===== config.mk =====
export PLATFORM = sky130hd
export DESIGN_NAME = branch_predictor
export DESIGN_NICKNAME = d
export VERILOG_FILES = /design/src/rtl/cpu_pkg.sv /design/src/rtl/bp_sat_counter.sv /design/src/rtl/branch_predictor.sv
export SDC_FILE = /design/constraint.sdc
export NUM_CORES = 2
export LEC_CHECK = 0
export ABC_AREA = 0
export ABC_CLOCK_PERIOD_IN_PS = 5100
export BUFFER_PORTS_ARGS = -buffer_cell sky130_fd_sc_hd__buf_4
export CELL_PAD_IN_SITES_DETAIL_PLACEMENT = 1
export CELL_PAD_IN_SITES_GLOBAL_PLACEMENT = 1
export CORE_MARGIN = 1.5
export CORE_UTILIZATION = 52
export CTS_BUF_LIST = sky130_fd_sc_hd__clkbuf_8
export DETAILED_ROUTE_END_ITERATION = 12
export PLACE_DENSITY_LB_ADDON = 0.1
export SLEW_MARGIN = 20
export SYNTH_ARGS = -nofsm -noshare
export SYNTH_HDL_FRONTEND = slang
export SYNTH_SLANG_ARGS = --single-unit

===== constraint.sdc =====
create_clock -name clk -period 5.1 [get_ports clk]
set_input_delay 1.02 -clock clk [delete_from_list [all_inputs] [get_ports clk]]
set_output_delay 1.02 -clock clk [all_outputs]
set_load 0.05 [all_outputs]

===== src/rtl/cpu_pkg.sv =====
// Shared CPU definitions: BTB entry layout, direction-counter encoding and the
// MIPS delay-slot fall-through offset used by the branch predictor.
package cpu_pkg;

    localparam logic [31:0] DELAY_SLOT_OFFSET = 32'd8;
    localparam int          BTB_TAG_MAX_W     = 30;
    localparam int          BTB_TGT_W         = 30;

    typedef enum logic [1:0] {
        CTR_SNT = 2'b00,
        CTR_WNT = 2'b01,
        CTR_WT  = 2'b10,
        CTR_ST  = 2'b11
    } ctr_e;

    // Tag field is sized for the widest legal TAG_W; narrower tables leave the top bits zero.
    typedef struct packed {
        logic                     valid;
        logic [BTB_TAG_MAX_W-1:0] tag;
        logic [BTB_TGT_W-1:0]     target;
        ctr_e                     ctr;
    } btb_entry_t;

endpackage


===== src/rtl/bp_sat_counter.sv =====
// Combinational next-state for a 2-bit saturating branch-direction counter.
module bp_sat_counter
    import cpu_pkg::*;
(
    input  ctr_e i_ctr,
    input  logic i_taken,
    input  logic i_force_strong,
    output ctr_e o_ctr
);

    logic [1:0] w_inc;
    logic [1:0] w_dec;

    assign w_inc = i_ctr + 2'd1;
    assign w_dec = i_ctr - 2'd1;

    always_comb begin
        o_ctr = i_ctr;
        if (i_force_strong) begin
            o_ctr = CTR_ST;
        end else if (i_taken) begin
            if (i_ctr != CTR_ST) o_ctr = ctr_e'(w_inc);
        end else begin
            if (i_ctr != CTR_SNT) o_ctr = ctr_e'(w_dec);
        end
    end

endmodule


===== src/rtl/branch_predictor.sv =====
// Direct-mapped BTB with 2-bit direction counters: one-cycle lookup for IF,
// training from EX resolution, and a registered misprediction redirect.
module branch_predictor
    import cpu_pkg::*;
#(
    parameter int INDEX_W = 6,
    parameter int TAG_W   = 10
) (
    input  logic        clk,
    input  logic        rst_n,
    input  logic        if_valid,
    input  logic [31:0] if_pc,
    output logic        pred_valid,
    output logic        pred_hit,
    output logic        pred_taken,
    output logic [31:0] pred_target,
    input  logic        upd_en,
    input  logic [31:0] upd_pc,
    input  logic        upd_uncond,
    input  logic        upd_taken,
    input  logic [31:0] upd_target,
    input  logic        upd_pred_taken,
    input  logic [31:0] upd_pred_target,
    output logic        redirect_valid,
    output logic [31:0] redirect_pc
);

    localparam int ENTRIES = 2 ** INDEX_W;
    localparam int TAG_LO  = INDEX_W + 2;
    localparam int TAG_HI  = INDEX_W + TAG_W + 1;

    logic [ENTRIES-1:0]   r_valid;
    logic [TAG_W-1:0]     r_tag    [ENTRIES];
    logic [BTB_TGT_W-1:0] r_target [ENTRIES];
    ctr_e                 r_ctr    [ENTRIES];

    logic                 r_pred_valid;
    logic                 r_pred_hit;
    logic                 r_pred_taken;
    logic [31:0]          r_pred_target;
    logic                 r_redirect_valid;
    logic [31:0]          r_redirect_pc;

    logic [INDEX_W-1:0]   w_lk_idx;
    logic [TAG_W-1:0]     w_lk_tag;
    btb_entry_t           w_lk_entry;
    logic                 w_lk_hit;

    logic [INDEX_W-1:0]   w_upd_idx;
    logic [TAG_W-1:0]     w_upd_tag;
    logic                 w_upd_hit;
    ctr_e                 w_ctr_seed;
    ctr_e                 w_ctr_next;
    logic                 w_alloc;
    logic                 w_wr_ctr;
    logic                 w_wr_tgt;
    logic                 w_mispredict;
    logic [31:0]          w_correct_pc;
    logic                 w_unused;

    assign w_unused = &{1'b0, if_pc[31:TAG_HI+1], if_pc[1:0], upd_pc[31:TAG_HI+1]};

    // Lookup path: reads the arrays before any same-edge update lands.
    assign w_lk_idx = if_pc[INDEX_W+1:2];
    assign w_lk_tag = if_pc[TAG_HI:TAG_LO];

    always_comb begin
        w_lk_entry        = '0;
        w_lk_entry.valid  = r_valid[w_lk_idx];
        w_lk_entry.tag    = BTB_TAG_MAX_W'(r_tag[w_lk_idx]);
        w_lk_entry.target = r_target[w_lk_idx];
        w_lk_entry.ctr    = r_ctr[w_lk_idx];
    end

    assign w_lk_hit = w_lk_entry.valid && (w_lk_entry.tag == BTB_TAG_MAX_W'(w_lk_tag));

    always_ff @(posedge clk or negedge rst_n) begin
        if (!rst_n) begin
            r_pred_valid  <= 1'b0;
            r_pred_hit    <= 1'b0;
            r_pred_taken  <= 1'b0;
            r_pred_target <= '0;
        end else begin
            r_pred_valid <= if_valid;
            if (if_valid) begin
                r_pred_hit    <= w_lk_hit;
                r_pred_taken  <= w_lk_hit && w_lk_entry.ctr[1];
                r_pred_target <= w_lk_hit ? {w_lk_entry.target, 2'b00} : '0;
            end
        end
    end

    // Training path
    assign w_upd_idx = upd_pc[INDEX_W+1:2];
    assign w_upd_tag = upd_pc[TAG_HI:TAG_LO];
    assign w_upd_hit = r_valid[w_upd_idx] && (r_tag[w_upd_idx] == w_upd_tag);

    // A fresh allocation starts from weak-NT so one taken step lands on weak-T.
    assign w_ctr_seed = w_upd_hit ? r_ctr[w_upd_idx] : CTR_WNT;

    bp_sat_counter u_ctr (
        .i_ctr          (w_ctr_seed),
        .i_taken        (upd_taken),
        .i_force_strong (upd_uncond),
        .o_ctr          (w_ctr_next)
    );

    assign w_alloc  = upd_en && !w_upd_hit && upd_taken;
    assign w_wr_ctr = upd_en && (w_upd_hit || upd_taken);
    assign w_wr_tgt = upd_en && (upd_taken || (w_upd_hit && upd_uncond));

    always_ff @(posedge clk or negedge rst_n) begin
        if (!rst_n) begin
            r_valid <= '0;
        end else if (w_alloc) begin
            r_valid[w_upd_idx] <= 1'b1;
        end
    end

    // Payload fields need no reset: the cleared valid bit masks them.
    always_ff @(posedge clk) begin
        if (w_alloc)  r_tag[w_upd_idx]    <= w_upd_tag;
        if (w_wr_tgt) r_target[w_upd_idx] <= upd_target[31:2];
        if (w_wr_ctr) r_ctr[w_upd_idx]    <= w_ctr_next;
    end

    // Redirect path
    assign w_mispredict = upd_en && ((upd_taken != upd_pred_taken) ||
                                     (upd_taken && (upd_target != upd_pred_target)));
    assign w_correct_pc = upd_taken ? upd_target : (upd_pc + DELAY_SLOT_OFFSET);

    always_ff @(posedge clk or negedge rst_n) begin
        if (!rst_n) begin
            r_redirect_valid <= 1'b0;
            r_redirect_pc    <= '0;
        end else begin
            r_redirect_valid <= w_mispredict;
            if (w_mispredict) r_redirect_pc <= w_correct_pc;
        end
    end

    assign pred_valid     = r_pred_valid;
    assign pred_hit       = r_pred_hit;
    assign pred_taken     = r_pred_taken;
    assign pred_target    = r_pred_target;
    assign redirect_valid = r_redirect_valid;
    assign redirect_pc    = r_redirect_pc;

endmodule


==> flow_summary.yaml <==
route:
  dr.pass1.iters: 5
  vias: 63600
  wl_um: 365000
  first_iter_violations: 7711
  viasPerCell: 6.54
  antenna_left: 0
  wire_per_inst_um: 37.5
  drcViolationCount: 0
synthesis:
  synth_cells: 5545
  async_reset_ff_share_pct: 4.61
  syn-cell-area_um2: 117000
  syn_area_per_cell_um2: 21.0
  synth_commonest_cells: "edfxtp_1, mux4_2, nand2_1, clkbuf_1, mux2i_1"
  yosysTopAreaCell: "edfxtp_1"
  ys_seq_elements: 2818
  yosys_warnings: 0
  yosys.area.top_type_share_pct: 69.2
  ys.flop_type: "edfxtp_1"
  synthTopCellsByArea: "edfxtp_1, mux4_2, dfrtp_1, mux2i_1, nand2_1"
  ys_seq_area_share_pct: 72.0
  yosysMostFrequentCell: "edfxtp_1"
  synth_edf_count: 2688
  yosysUniqueCellTypes: 82
critical_path:
  timing.rr.start: "r_tag[23][0]"
  start_kind: "primary input"
  worstPathRequired_ps: 5890
  worstPathMaxFanout: 28
  cp_cell_sequence: "buf_8 -> buf_4 -> buf_4 -> buf_12 -> mux2i_1 -> o221ai_1 -> nor3_1 -> a31oi_1 -> nor4_1 -> buf_4 -> xnor2_1 -> nor4b_4 -> a41oi_4 -> buf_12 -> buf_12 -> nor3_4 -> buf_12"
  cp.arrival_ps: 5490
  critPathKind: "in2reg"
  cp_top_family: "buffers and inverters"
  end_kind: "flip-flop"
  critPathBufInv: 8
  startpoint: "upd_pc[2]"
  cpPeakStageDelay_ps: 760
  crit_top_cell: "buf_12"
  cp_slowest_cell: "a31oi_1"
  ff2ff_setup_slack_ps: 640
die:
  initial_core_util_pct: 52.4
  die_x_um: 477
  dieArea_um2: 227000
  io_pins: 203
  die_height_um: 477
  row_count: 173
  core-area_um2: 223000
job:
  drv_cap: 0
clock_network:
  cts_sinks: 2818
  clock_latency_ps: 1140
  cts_buffer_depth: 4
  postCtsSetupBuffers: 0
  ctsHoldBuffers: 1
  cts_tree: "yes"
  path_clk_slew_ps: 60
  cts_buffers: 459
  ctsResizeCount: 0
  root_buffer: "clkbuf_8"
  htree_levels: 5
layout:
  syn_to_final_growth_pct: 16.3
  post-route-util_pct: 60.9
  final_cells: 9737
  final_nets: 6541
  drive_gt1_share_pct: 36.9
pwr:
  p_per_area_nw_per_um2: 349
  ir_drop_mv: 0.356
  total_power_mw: 47.3
  cellLeakagePower_nw: 45.5
timing:
  setup_viol: 0
  tightest_slew_ps: 1030
  final-hold-violation-count: 0
  post-route-period-util_pct: 92.1
  fmax_mhz: 213
  fin_skew_ps: 111
  slew_violations: 0
  grt_setup_unrepaired: "false"
  relSlewSlack_pct: 31.1
  layout_setup_ws_ps: 401
  fin_crit_ps: 4700
  tns_ps: 0
hold_path:
  hold_start: "upd_target[30]"
  hold_class: "in2reg"
placed_design:
  dp_cells: 8915
  hpwl_um: 237000
  place_ws_ps: -630
  io_buffers: 184
  place_congestion: 0.916
global_routing:
  grt-ovfl-total: 0
  grt_pass1_vias: 66700
  grt_pass1_wl_um: 514000
  grt_max_degree: 113
  antenna_found_initial: 15
  grt_use_total_pct: 32.4
outcome:
  outcome: "completed"
[report_power, final]
group	switching, mW	internal [mW]	total [mW]
combinational	2.32	1.41	3.73
clock	8.93	9.14	18.1
sequential	0.0495	25.5	25.5
total	11.3	36.0	47.3
[flip-flops by register name (all words and copies together) (netlist names)]
signal,flops
r_target,1920
r_tag,640
r_ctr,128
r_valid,64
redirect_pc,32
pred_target,30
pred_hit,1
pred_taken,1
pred_valid,1
redirect_valid,1
[metal layers]
layer	GRT usage [%]	share of wire [%]	vias to the layer above
met2	52.4	49	3226
met5	0	0.013	-
met4	16.8	5.9	6
met3	4.61	7.3	743
li1	-	-	25200
met1	43.3	38	34500
[cells in the final DEF (no fill, tap or decap), drive strengths merged, types with 11 or more instances in the layout]
cell / n
a21oi: 84
a22oi: 35
and3: 79
buf: 776
bufinv: 11
clkbuf: 478
clkinv: 167
dfrtp: 130
edfxtp: 2688
inv: 262
mux2: 61
mux2i: 164
mux4: 977
nand2: 201
nand3: 38
nand4: 14
nor2: 50
nor3: 142
o21ai: 44
o22ai: 66
o31ai: 65
xnor2: 37
xor2: 47
[cell type report]
class	count	area, um^2
clock inverter	335	1640
antenna	9	22.5
inverter	106	409
tap	2975	3720
fill	18600	87000
timing repair buffer	778	7960
sequential	2818	84000
multi-input combinational	2239	31400
clock buffer	477	6570
[kinds of logic after synthesis]
group / Yosys count / synth area share (%)
flops: 2818 / 72.0
mux: 1202 / 20.9
simple gates: 578 / 2.45
buf+inv: 489 / 1.95
compound gates: 368 / 2.10
xor+xnor: 84 / 0.630
fa+ha+maj: 5 / 0.0515
other cells: 1 / 0.00321
[stage by stage]
stage          hold slack, ps  instance area (um^2)
6_report                  187                136000
5_1_grt                   110                136000
4_1_cts                  86.5                136000
3_5_place_dp              472                127000
3_3_place_gp              454                127000
2_1_floorplan             441                117000
[worst register-to-register path, cell delays in order, from the launching register on]
cell,delay [ps]
edfxtp_1,370
mux4_2,550
a22oi_1,210
nor2_1,60
a311oi_1,470
buf_4,210
a31oi_1,100
a2111oi_0,440
buf_4,190
nor4b_4,320
a41oi_4,170
buf_12,200
buf_12,210
nor3_4,350
buf_12,280
[path summary, 6_finish.rpt]
check / to / cells past startpoint
setup / recovery: r_target[36][2] / 17
hold / removal: r_target[18][28] / 1
setup reg to reg: r_target[36][2] / 14
hold reg to reg: r_valid[7] / 2
max in group asynchronous: r_valid[26] / 3
min in group asynchronous: pred_target[15] / 2
(Power assumes the default switching activity.)
